`config.mk`:
```
export PLATFORM = sky130hd
export DESIGN_NAME = cart_bus_master
export DESIGN_NICKNAME = d
export VERILOG_FILES = /design/src/rtl/cart_bus_master.sv
export SDC_FILE = /design/constraint.sdc
export NUM_CORES = 1
export LEC_CHECK = 0
export ABC_AREA = 0
export CAP_MARGIN = 20
export CELL_PAD_IN_SITES_DETAIL_PLACEMENT = 0
export CELL_PAD_IN_SITES_GLOBAL_PLACEMENT = 1
export CORE_MARGIN = 10
export CORE_UTILIZATION = 32
export CTS_CLUSTER_SIZE = 8
export DETAILED_ROUTE_END_ITERATION = 10
export PLACE_DENSITY = 0.87
export SLEW_MARGIN = 30
export SYNTH_ARGS = -nofsm -noshare
export SYNTH_HDL_FRONTEND = slang
export SYNTH_SLANG_ARGS = --single-unit
```
`constraint.sdc`:
```
create_clock -name clk_sys -period 2.07 [get_ports clk_sys]
set_clock_uncertainty 0.2 [all_clocks]
set_input_delay 0.207 -clock clk_sys [delete_from_list [all_inputs] [get_ports clk_sys]]
set_output_delay 0.207 -clock clk_sys [all_outputs]
set_load 0.01 [all_outputs]
```
`src/rtl/cart_bus_master.sv`:
```
// Single-beat request to cartridge bus cycle converter.
// All bus timing is counted in ce_cpu pulses.
module cart_bus_master #(
   parameter int SETUP_CE = 1,
   parameter int READ_CE  = 2,
   parameter int HOLD_CE  = 1
) (
   input  logic        clk_sys,
   input  logic        reset,
   input  logic        ce_cpu,
   input  logic        req_valid,
   output logic        req_ready,
   input  logic        req_we,
   input  logic [15:0] req_addr,
   input  logic [7:0]  req_wdata,
   output logic        rsp_valid,
   output logic [7:0]  rsp_rdata,
   output logic        busy,
   output logic [15:0] cart_addr,
   output logic        cart_wr,
   output logic        cart_rd,
   output logic [7:0]  cart_di,
   input  logic [7:0]  cart_do
);

   typedef enum logic [2:0] {
      IDLE,
      SETUP,
      STROBE,
      HOLD,
      RESP
   } state_t;

   localparam logic [3:0] SETUP_N = 4'(SETUP_CE);
   localparam logic [3:0] READ_N  = 4'(READ_CE);
   localparam logic [3:0] HOLD_N  = 4'(HOLD_CE);

   state_t      state_q, state_d;
   logic [3:0]  cnt_q, cnt_d;
   logic        we_q, we_d;
   logic [15:0] addr_q, addr_d;
   logic [7:0]  di_q, di_d;
   logic [7:0]  rdat_q, rdat_d;
   logic [7:0]  rsp_rdata_q, rsp_rdata_d;
   logic        wr_q, wr_d;
   logic        rd_q, rd_d;
   logic        rsp_q, rsp_d;
   logic        busy_q, busy_d;
   logic        ready_q, ready_d;

   always_comb begin
      state_d     = state_q;
      cnt_d       = cnt_q;
      we_d        = we_q;
      addr_d      = addr_q;
      di_d        = di_q;
      rdat_d      = rdat_q;
      rsp_rdata_d = rsp_rdata_q;

      unique case (state_q)
         IDLE: begin
            if (req_valid && ready_q) begin
               we_d    = req_we;
               addr_d  = req_addr;
               di_d    = req_wdata;
               cnt_d   = SETUP_N;
               state_d = SETUP;
            end
         end
         SETUP: begin
            if (ce_cpu) begin
               if (cnt_q == 4'd1) begin
                  state_d = STROBE;
                  cnt_d   = we_q ? 4'd1 : READ_N;
               end else begin
                  cnt_d = cnt_q - 4'd1;
               end
            end
         end
         STROBE: begin
            if (ce_cpu) begin
               if (cnt_q == 4'd1) begin
                  state_d = HOLD;
                  cnt_d   = HOLD_N;
                  if (!we_q) rdat_d = cart_do;
               end else begin
                  cnt_d = cnt_q - 4'd1;
               end
            end
         end
         HOLD: begin
            if (ce_cpu) begin
               if (cnt_q == 4'd1) begin
                  state_d     = RESP;
                  cnt_d       = 4'd0;
                  rsp_rdata_d = we_q ? 8'h00 : rdat_q;
               end else begin
                  cnt_d = cnt_q - 4'd1;
               end
            end
         end
         RESP: begin
            state_d = IDLE;
         end
         default: begin
            state_d = IDLE;
         end
      endcase

      // Strobes and flags are decoded from the next state so they register cleanly.
      wr_d    = (state_d == STROBE) && we_q;
      rd_d    = (state_d == STROBE) && !we_q;
      rsp_d   = (state_d == RESP);
      busy_d  = (state_d != IDLE);
      ready_d = (state_d == IDLE);
   end

   always_ff @(posedge clk_sys) begin
      if (reset) begin
         state_q     <= IDLE;
         cnt_q       <= 4'd0;
         we_q        <= 1'b0;
         addr_q      <= 16'h0000;
         di_q        <= 8'h00;
         rdat_q      <= 8'h00;
         rsp_rdata_q <= 8'h00;
         wr_q        <= 1'b0;
         rd_q        <= 1'b0;
         rsp_q       <= 1'b0;
         busy_q      <= 1'b0;
         ready_q     <= 1'b1;
      end else begin
         state_q     <= state_d;
         cnt_q       <= cnt_d;
         we_q        <= we_d;
         addr_q      <= addr_d;
         di_q        <= di_d;
         rdat_q      <= rdat_d;
         rsp_rdata_q <= rsp_rdata_d;
         wr_q        <= wr_d;
         rd_q        <= rd_d;
         rsp_q       <= rsp_d;
         busy_q      <= busy_d;
         ready_q     <= ready_d;
      end
   end

   assign req_ready = ready_q;
   assign rsp_valid = rsp_q;
   assign rsp_rdata = rsp_rdata_q;
   assign busy      = busy_q;
   assign cart_addr = addr_q;
   assign cart_di   = di_q;
   assign cart_wr   = wr_q;
   assign cart_rd   = rd_q;

endmodule

```
==> reports/metrics.json, run 1 <==
{
  "run_status": {"value": "complete, no violations"},
  "post-route-drc-count": {"value": 0},
  "postSynthCellCount": {"value": 237},
  "crit_fanout": {"value": 8},
  "clockPowerShare": {"value": 0.288},
  "diodes": {"value": 0},
  "die_height": {"value": 100, "unit": "µm"},
  "post_cts_hold_buffer_count": {"value": 0},
  "aggregate_global_route_resource_usage": {"value": 0.109},
  "internal_power": {"value": 1620, "unit": "µW"},
  "kind_of_start_point_of_the_critical_path": {"value": "register"},
  "die-area": {"value": 10000, "unit": "µm²"},
  "drtAntennaViolNets": {"value": 0},
  "post_route_cells_drive_above_1_share": {"value": 0.0889},
  "setup_violations": {"value": 0},
  "post_cts_resized": {"value": 0},
  "grt-ovfl-total": {"value": 0},
  "detailedPlace.worstSlack": {"value": -0.0613, "unit": "ns"},
  "cts-root-buf": {"value": "clkbuf_8"},
  "design.portCount": {"value": 74},
  "tritoncts": {"value": "built"},
  "syn_to_final_growth": {"value": 48.0, "unit": "%"},
  "post-cts-setup-buffers": {"value": 0},
  "power.density_cell_area": {"value": 718, "unit": "nW/µm²"},
  "slew_headroom": {"value": 0.618},
  "max_slew.worst_pin.slew": {"value": 0.572, "unit": "ns"},
  "yosys_register_bits": {"value": 53},
  "clock_tree.htree_level_count": {"value": 2},
  "core_area": {"value": 6280, "unit": "µm²"},
  "syn_nets": {"value": 276},
  "tns": {"value": 0, "unit": "ns"},
  "first_iter_violations": {"value": 86},
  "timing.fmax": {"value": 521, "unit": "MHz"},
  "synth.cell_area": {"value": 2060, "unit": "µm²"},
  "crit_type": {"value": "reg2reg"},
  "seqPwrFrac": {"value": 0.507},
  "global_route_wire_length_before_repair": {"value": 8.98, "unit": "mm"},
  "gp_routability_congestion": {"value": 0.804},
  "row_count": {"value": 29},
  "fin_crit_sh": {"value": 0.927},
  "first_global_vias": {"value": 1777},
  "power.switching_fraction": {"value": 0.259},
  "rsz_0062_raised_after_global_routing": {"value": "no"},
  "syn_area_per_cell": {"value": 8.67, "unit": "µm²"},
  "cts.reportedPaths.clkPinSlew": {"value": 0.09, "unit": "ns"},
  "antenna_violations_before_repair": {"value": 0},
  "routedWlPerCell": {"value": 14.1, "unit": "µm"},
  "io_buffer_count": {"value": 73},
  "die_w": {"value": 100, "unit": "µm"},
  "least_setup_slack_across_all_paths_after_layout": {"value": 0.152, "unit": "ns"},
  "hold_viol": {"value": 0},
  "grt_start_max_net_pins": {"value": 30},
  "irDropWorstVdd": {"value": 0.296, "unit": "mV"},
  "cts_inserted_buffers": {"value": 5},
  "cp_data_arrival_time": {"value": 1.91, "unit": "ns"},
  "route.vias.total": {"value": 1833},
  "start_util": {"value": 0.327},
  "clock_path_buffers": {"value": 2},
  "pwr-share-comb": {"value": 0.205},
  "synth_seq_area_share": {"value": 0.516},
  "setup.worst_path.end_class": {"value": "register"},
  "final_report_max_slew_violation_count": {"value": 0},
  "later_pin_clock_latency_in_the_skew_report": {"value": 0.30, "unit": "ns"},
  "detailedRoute.firstPassIterationCount": {"value": 4},
  "worst_hold_path_type": {"value": "in2reg"},
  "layout.nets": {"value": 353},
  "min_period": {"value": 1.92, "unit": "ns"},
  "cellLeakagePower": {"value": 0.00117, "unit": "µW"},
  "vias_per_cell": {"value": 4.68},
  "total_switching_power": {"value": 566, "unit": "µW"},
  "synth.distinct_cells": {"value": 33},
  "crit_required": {"value": 2.06, "unit": "ns"},
  "yosys_warnings": {"value": 0},
  "wirelength": {"value": 5.52, "unit": "mm"},
  "tritoncts_num_sinks": {"value": 53},
  "post-dp-hpwl": {"value": 4.05, "unit": "mm"},
  "maxCapViolCount": {"value": 0}
}
## routing by layer
layer,share of wire,global-route usage,wire [µm],vias to the layer above
met5,0,0,0,-
met4,0.019,0.0391,104,0
met3,0.082,0.0536,454,8
met2,0.47,0.164,2620,38
met1,0.42,0.130,2340,836
li1,-,-,-,951
## kinds of logic after synthesis
group	synth area share
adders and majority gates	0.0122
DFF	0.516
and+or+nand+nor	0.237
buffers and inverters	0.0438
AOI/OAI and AO/OA	0.142
xor gates and xnor gates	0.00426
muxes	0.0438
## final timing paths
check	startpoint	end	slack, ns	depth (start not counted)
max	cnt_q[1]	rdat_q[4]	0.15	7
min	reset	cnt_q[2]	0.20	2
max reg2reg	cnt_q[1]	rdat_q[4]	0.15	7
min reg2reg	cart_di[1]	cart_di[1]	0.26	2
## Yosys cell counts
cell type / n / share of area
a2111oi_2: 1 / 0.0073
a211oi_1: 1 / 0.0037
a21o_1: 2 / 0.0073
a21oi_1: 38 / 0.093
a221oi_1: 1 / 0.0043
a311oi_1: 1 / 0.0043
and2_1: 1 / 0.0030
and3_1: 4 / 0.012
buf_2: 6 / 0.015
buf_6: 1 / 0.0055
clkbuf_1: 7 / 0.013
clkinv_1: 1 / 0.0018
dfxtp_1: 53 / 0.52
ha_1: 2 / 0.012
inv_1: 3 / 0.0055
inv_2: 2 / 0.0037
mux2i_1: 9 / 0.044
nand2_1: 58 / 0.11
nand2b_1: 1 / 0.0030
nand3_1: 8 / 0.019
nand4b_1: 2 / 0.0085
nand4bb_1: 1 / 0.0055
nand4bb_4: 1 / 0.013
nor2_1: 15 / 0.027
nor3_1: 5 / 0.012
nor3b_2: 1 / 0.0061
nor4_4: 1 / 0.010
o211a_1: 2 / 0.0097
o21ai_0: 4 / 0.0097
o21bai_1: 1 / 0.0037
or2_1: 1 / 0.0030
or4_1: 2 / 0.0073
xnor2_1: 1 / 0.0043
## layout by cell type, fill, tap and decap left out, drive strengths merged, types with 2 or more instances in the layout
cell type	synthesis	routed
nand4bb	2	2
nand2	58	58
inv	5	5
mux2i	9	9
a21o	2	2
nand3	8	8
clkbuf	7	7
clkinv	1	2
or4	2	2
and3	4	4
dfxtp	53	53
a21oi	38	38
nor3	5	5
buf	7	12
clkdlybuf4s50	0	72
nand4b	2	2
nor2	15	15
o211a	2	2
o21ai	4	4
ha	2	2
## state kept, by name, indices dropped and copies added (netlist names)
name and count:
cart_addr 16, cart_di 8, rdat_q 8, rsp_rdata 8, cnt_q 4, state_q 3, busy 1, cart_rd 1
cart_wr 1, req_ready 1, rsp_valid 1, we_q 1
## power by group through the flow
stage               sequential (µW)  combinational, µW  clock [µW]
floorplan                      1150                190           0
global placement               1130                442           0
detailed placement             1130                444           0
CTS                            1110                447         650
global route                   1120                496         699
finish                         1110                447         629
## area by class of cell
cell class / count / area (µm²)
fill: 594 / 3240
sequential: 53 / 1060
multi-input combinational: 164 / 927
timing repair buffer: 84 / 833
clock buffer: 7 / 96.3
tap: 77 / 96.3
inverter: 6 / 22.5
clock inverter: 1 / 5.00
## per-stage QoR
step                      cell area, µm²  total power, µW  hold slack (ns)  std cells   util
after floorplan                     2060             1340           0.0830        237      -
after global placement              2920             1570            0.241        384  0.465
after detailed placement            2920             1570            0.246        384  0.465
after CTS                           3020             2200            0.214        392  0.481
after global routing                3040             2310            0.219        392  0.485
final                               3040             2180            0.201        392  0.485
## critical path: stages, from the launching register on
cell and delay [ns]:
dfxtp_1 0.32, inv_1 0.12, ha_4 0.17, nand4bb_4 0.11
or4_1 0.48, buf_4 0.20, mux2i_1 0.17, nor2_1 0.05
Note: power is estimated with default switching activity, not from simulation.
==> inputs of run 2 (changes only) <==
- CORE_MARGIN: 10 -> default
- CORE_UTILIZATION: 32 -> 29
- PLACE_DENSITY: 0.87 -> 0.81
- SLEW_MARGIN: 30 -> 0
==> run 2 against run 1 <==
  * Total power is 4.6% higher
  * First-iteration DRC count fell by 7.0%
  * Largest power group unchanged
  * Sequential share of layout area down 0.47 points
  * Register-to-register slack about the same
  * Largest cell class unchanged
  * Core utilization fell by 3.3 points
  * Design area is 1.4% higher
  * Maximum frequency is essentially flat
  * Combinational power hardly changed
  * Highest routed layer unchanged
  * Sequential power about the same
  * Hold slack got worse by 0.15 ns
  * Critical path type unchanged
==> reports/metrics.json, run 2 (synthesis results as in run 1) <==
{
  "run_status": {"value": "complete, no violations"},
  "row_count": {"value": 30, "change": "+3.4%"},
  "slew_headroom": {"value": 0.680, "change": "+0.0617"},
  "mostFrequentLayoutCells": {"value": "72 x clkdlybuf4s50_1, 58 x nand2_1, 53 x dfxtp_1"},
  "mostFrequentLayoutCell": {"value": "clkdlybuf4s50_1"},
  "cts-root-buf": {"value": "clkbuf_8"},
  "first_global_vias": {"value": 1764, "change": "-0.73%"},
  "power.density_cell_area": {"value": 741, "unit": "nW/µm²", "change": "+3.2%"},
  "post-cts-setup-buffers": {"value": 0, "change": "unchanged"},
  "io_buffer_count": {"value": 73, "change": "unchanged"},
  "antenna_violations_before_repair": {"value": 0, "change": "unchanged"},
  "post-dp-hpwl": {"value": 3.69, "unit": "mm", "change": "-8.9%"},
  "min_period": {"value": 1.92, "unit": "ns", "change": "-0.000306 ns"},
  "tritoncts": {"value": "built"},
  "crit_type": {"value": "reg2reg"},
  "diodes": {"value": 0, "change": "unchanged"},
  "largest_register_ff_count": {"value": 16, "change": "unchanged"},
  "crit_required": {"value": 2.07, "unit": "ns", "change": "about the same"},
  "setup.worst_path.end_class": {"value": "register"},
  "die_height": {"value": 86.2, "unit": "µm", "change": "-14%"},
  "start_util": {"value": 0.301, "change": "-0.0266"},
  "later_pin_clock_latency_in_the_skew_report": {"value": 0.31, "unit": "ns", "change": "about the same"},
  "grt-ovfl-total": {"value": 0, "change": "unchanged"},
  "hold_viol": {"value": 0, "change": "unchanged"},
  "tritoncts_num_sinks": {"value": 53, "change": "unchanged"},
  "max_slew.worst_pin.slew": {"value": 0.476, "unit": "ns", "change": "-0.0961 ns"},
  "final_report_max_slew_violation_count": {"value": 0, "change": "unchanged"},
  "core_area": {"value": 6830, "unit": "µm²", "change": "+8.8%"},
  "tns": {"value": 0, "unit": "ns", "change": "unchanged"},
  "ff_latch_area": {"value": 1060, "unit": "µm²", "change": "unchanged"},
  "post_cts_resized": {"value": 0, "change": "unchanged"},
  "hold_ws": {"value": 0.0559, "unit": "ns", "change": "-0.145 ns"},
  "route.vias.total": {"value": 1931, "change": "+5.3%"},
  "global_route_wire_length_before_repair": {"value": 8.36, "unit": "mm", "change": "-7.0%"},
  "detailedRoute.firstPassIterationCount": {"value": 4, "change": "unchanged"},
  "drtAntennaViolNets": {"value": 0, "change": "unchanged"},
  "die-area": {"value": 7430, "unit": "µm²", "change": "-26%"},
  "nFillCells": {"value": 717, "change": "+21%"},
  "setup_violations": {"value": 0, "change": "unchanged"},
  "grt_start_max_net_pins": {"value": 26, "change": "-13%"},
  "cts.reportedPaths.clkPinSlew": {"value": 0.09, "unit": "ns", "change": "about the same"},
  "gp_routability_congestion": {"value": 0.728, "change": "-9.4%"},
  "design.portCount": {"value": 74, "change": "unchanged"},
  "kind_of_start_point_of_the_critical_path": {"value": "register"},
  "rsz_0062_raised_after_global_routing": {"value": "no"},
  "maxCapViolCount": {"value": 0, "change": "unchanged"},
  "fin_util": {"value": 0.451, "change": "-0.0333"},
  "multiInputGateArea": {"value": 920, "unit": "µm²", "change": "-0.81%"},
  "syn_to_final_growth": {"value": 50.0, "unit": "%"},
  "vias_per_cell": {"value": 4.66, "change": "-0.25%"},
  "timing.fmax": {"value": 521, "unit": "MHz", "change": "about the same"},
  "layout.nets": {"value": 356, "change": "+0.85%"},
  "fin_crit_sh": {"value": 0.927, "change": "about the same"},
  "first_iter_violations": {"value": 80, "change": "-7.0%"},
  "crit_fanout": {"value": 8, "change": "unchanged"},
  "post_cts_hold_buffer_count": {"value": 0, "change": "unchanged"},
  "die_w": {"value": 86.2, "unit": "µm", "change": "-14%"},
  "aggregate_global_route_resource_usage": {"value": 0.144, "change": "+0.0349"},
  "post_route_cells_drive_above_1_share": {"value": 0.0943, "change": "+0.00545"},
  "wirelength": {"value": 5.19, "unit": "mm", "change": "-6.1%"},
  "clock_path_buffers": {"value": 2, "change": "unchanged"},
  "clock_tree.htree_level_count": {"value": 2, "change": "unchanged"},
  "post-route-drc-count": {"value": 0, "change": "unchanged"},
  "routedWlPerCell": {"value": 12.5, "unit": "µm", "change": "-11%"},
  "cp_data_arrival_time": {"value": 1.92, "unit": "ns", "change": "about the same"},
  "irDropWorstVdd": {"value": 0.275, "unit": "mV", "change": "-7.0%"},
  "cellLeakagePower": {"value": 0.00118, "unit": "µW", "change": "+1.1%"},
  "cts_inserted_buffers": {"value": 5, "change": "unchanged"},
  "worst_hold_path_type": {"value": "in2reg"}
}
==> run 2: cell types whose count changed in the layout (fill, tap and decap cells not counted), sizes merged <==
cell and change:
buf +3, bufinv +1, clkinv -1
==> run 2: path summary, 6_finish.rpt <==
kind,from,endpoint,slack (ns),depth (start not counted)
worst max-delay path,cnt_q[1],rdat_q[7],0.15,7
worst min-delay path,reset,we_q,0.06,2
worst max register to register,cnt_q[1],rdat_q[7],0.15,7
worst min register to register,rsp_rdata[0],rsp_rdata[0],0.26,2
==> run 2: metrics by stage <==
step           setup slack [ns]  power [µW]  cells  area, µm²
2_1_floorplan             0.204        1340    237       2060
3_3_place_gp            0.00626        1570    406       2950
3_5_place_dp            -0.0131        1570    406       2950
4_1_cts                  0.0922        2310    414       3070
5_1_grt                  0.0406        2400    414       3080
6_report                  0.152        2280    414       3080
==> run 2: worst max-delay path: stages, from the launching register on <==
cell       delay [ns]
dfxtp_1          0.32
inv_1            0.13
ha_4             0.17
nand4bb_4        0.11
or4_1            0.47
buf_4            0.20
mux2i_1          0.16
nor2_1           0.05
==> run 2: power breakdown <==
part           total (µW)  leakage, µW  switching [µW]  internal, µW
Sequential           1110     0.000432            34.6          1070
Clock                 729    0.0000585             335           395
Combinational         446     0.000695             207           239
Total                2280      0.00118             576          1710
==> run 2: final cells by class <==
type	count	area share
clock buffer	7	0.0280
clock inverter	1	0.00974
inverter	6	0.00731
multi-input combinational	164	0.298
sequential	53	0.344
tap	96	0.0390
timing repair buffer	87	0.274
==> run 2: metal layers <==
layer	vias to the layer above	track usage	part of all wire
met5	-	0	0
met4	0	0.0561	0.019
met3	8	0.0467	0.058
met2	47	0.238	0.48
met1	909	0.172	0.44
li1	967	-	-
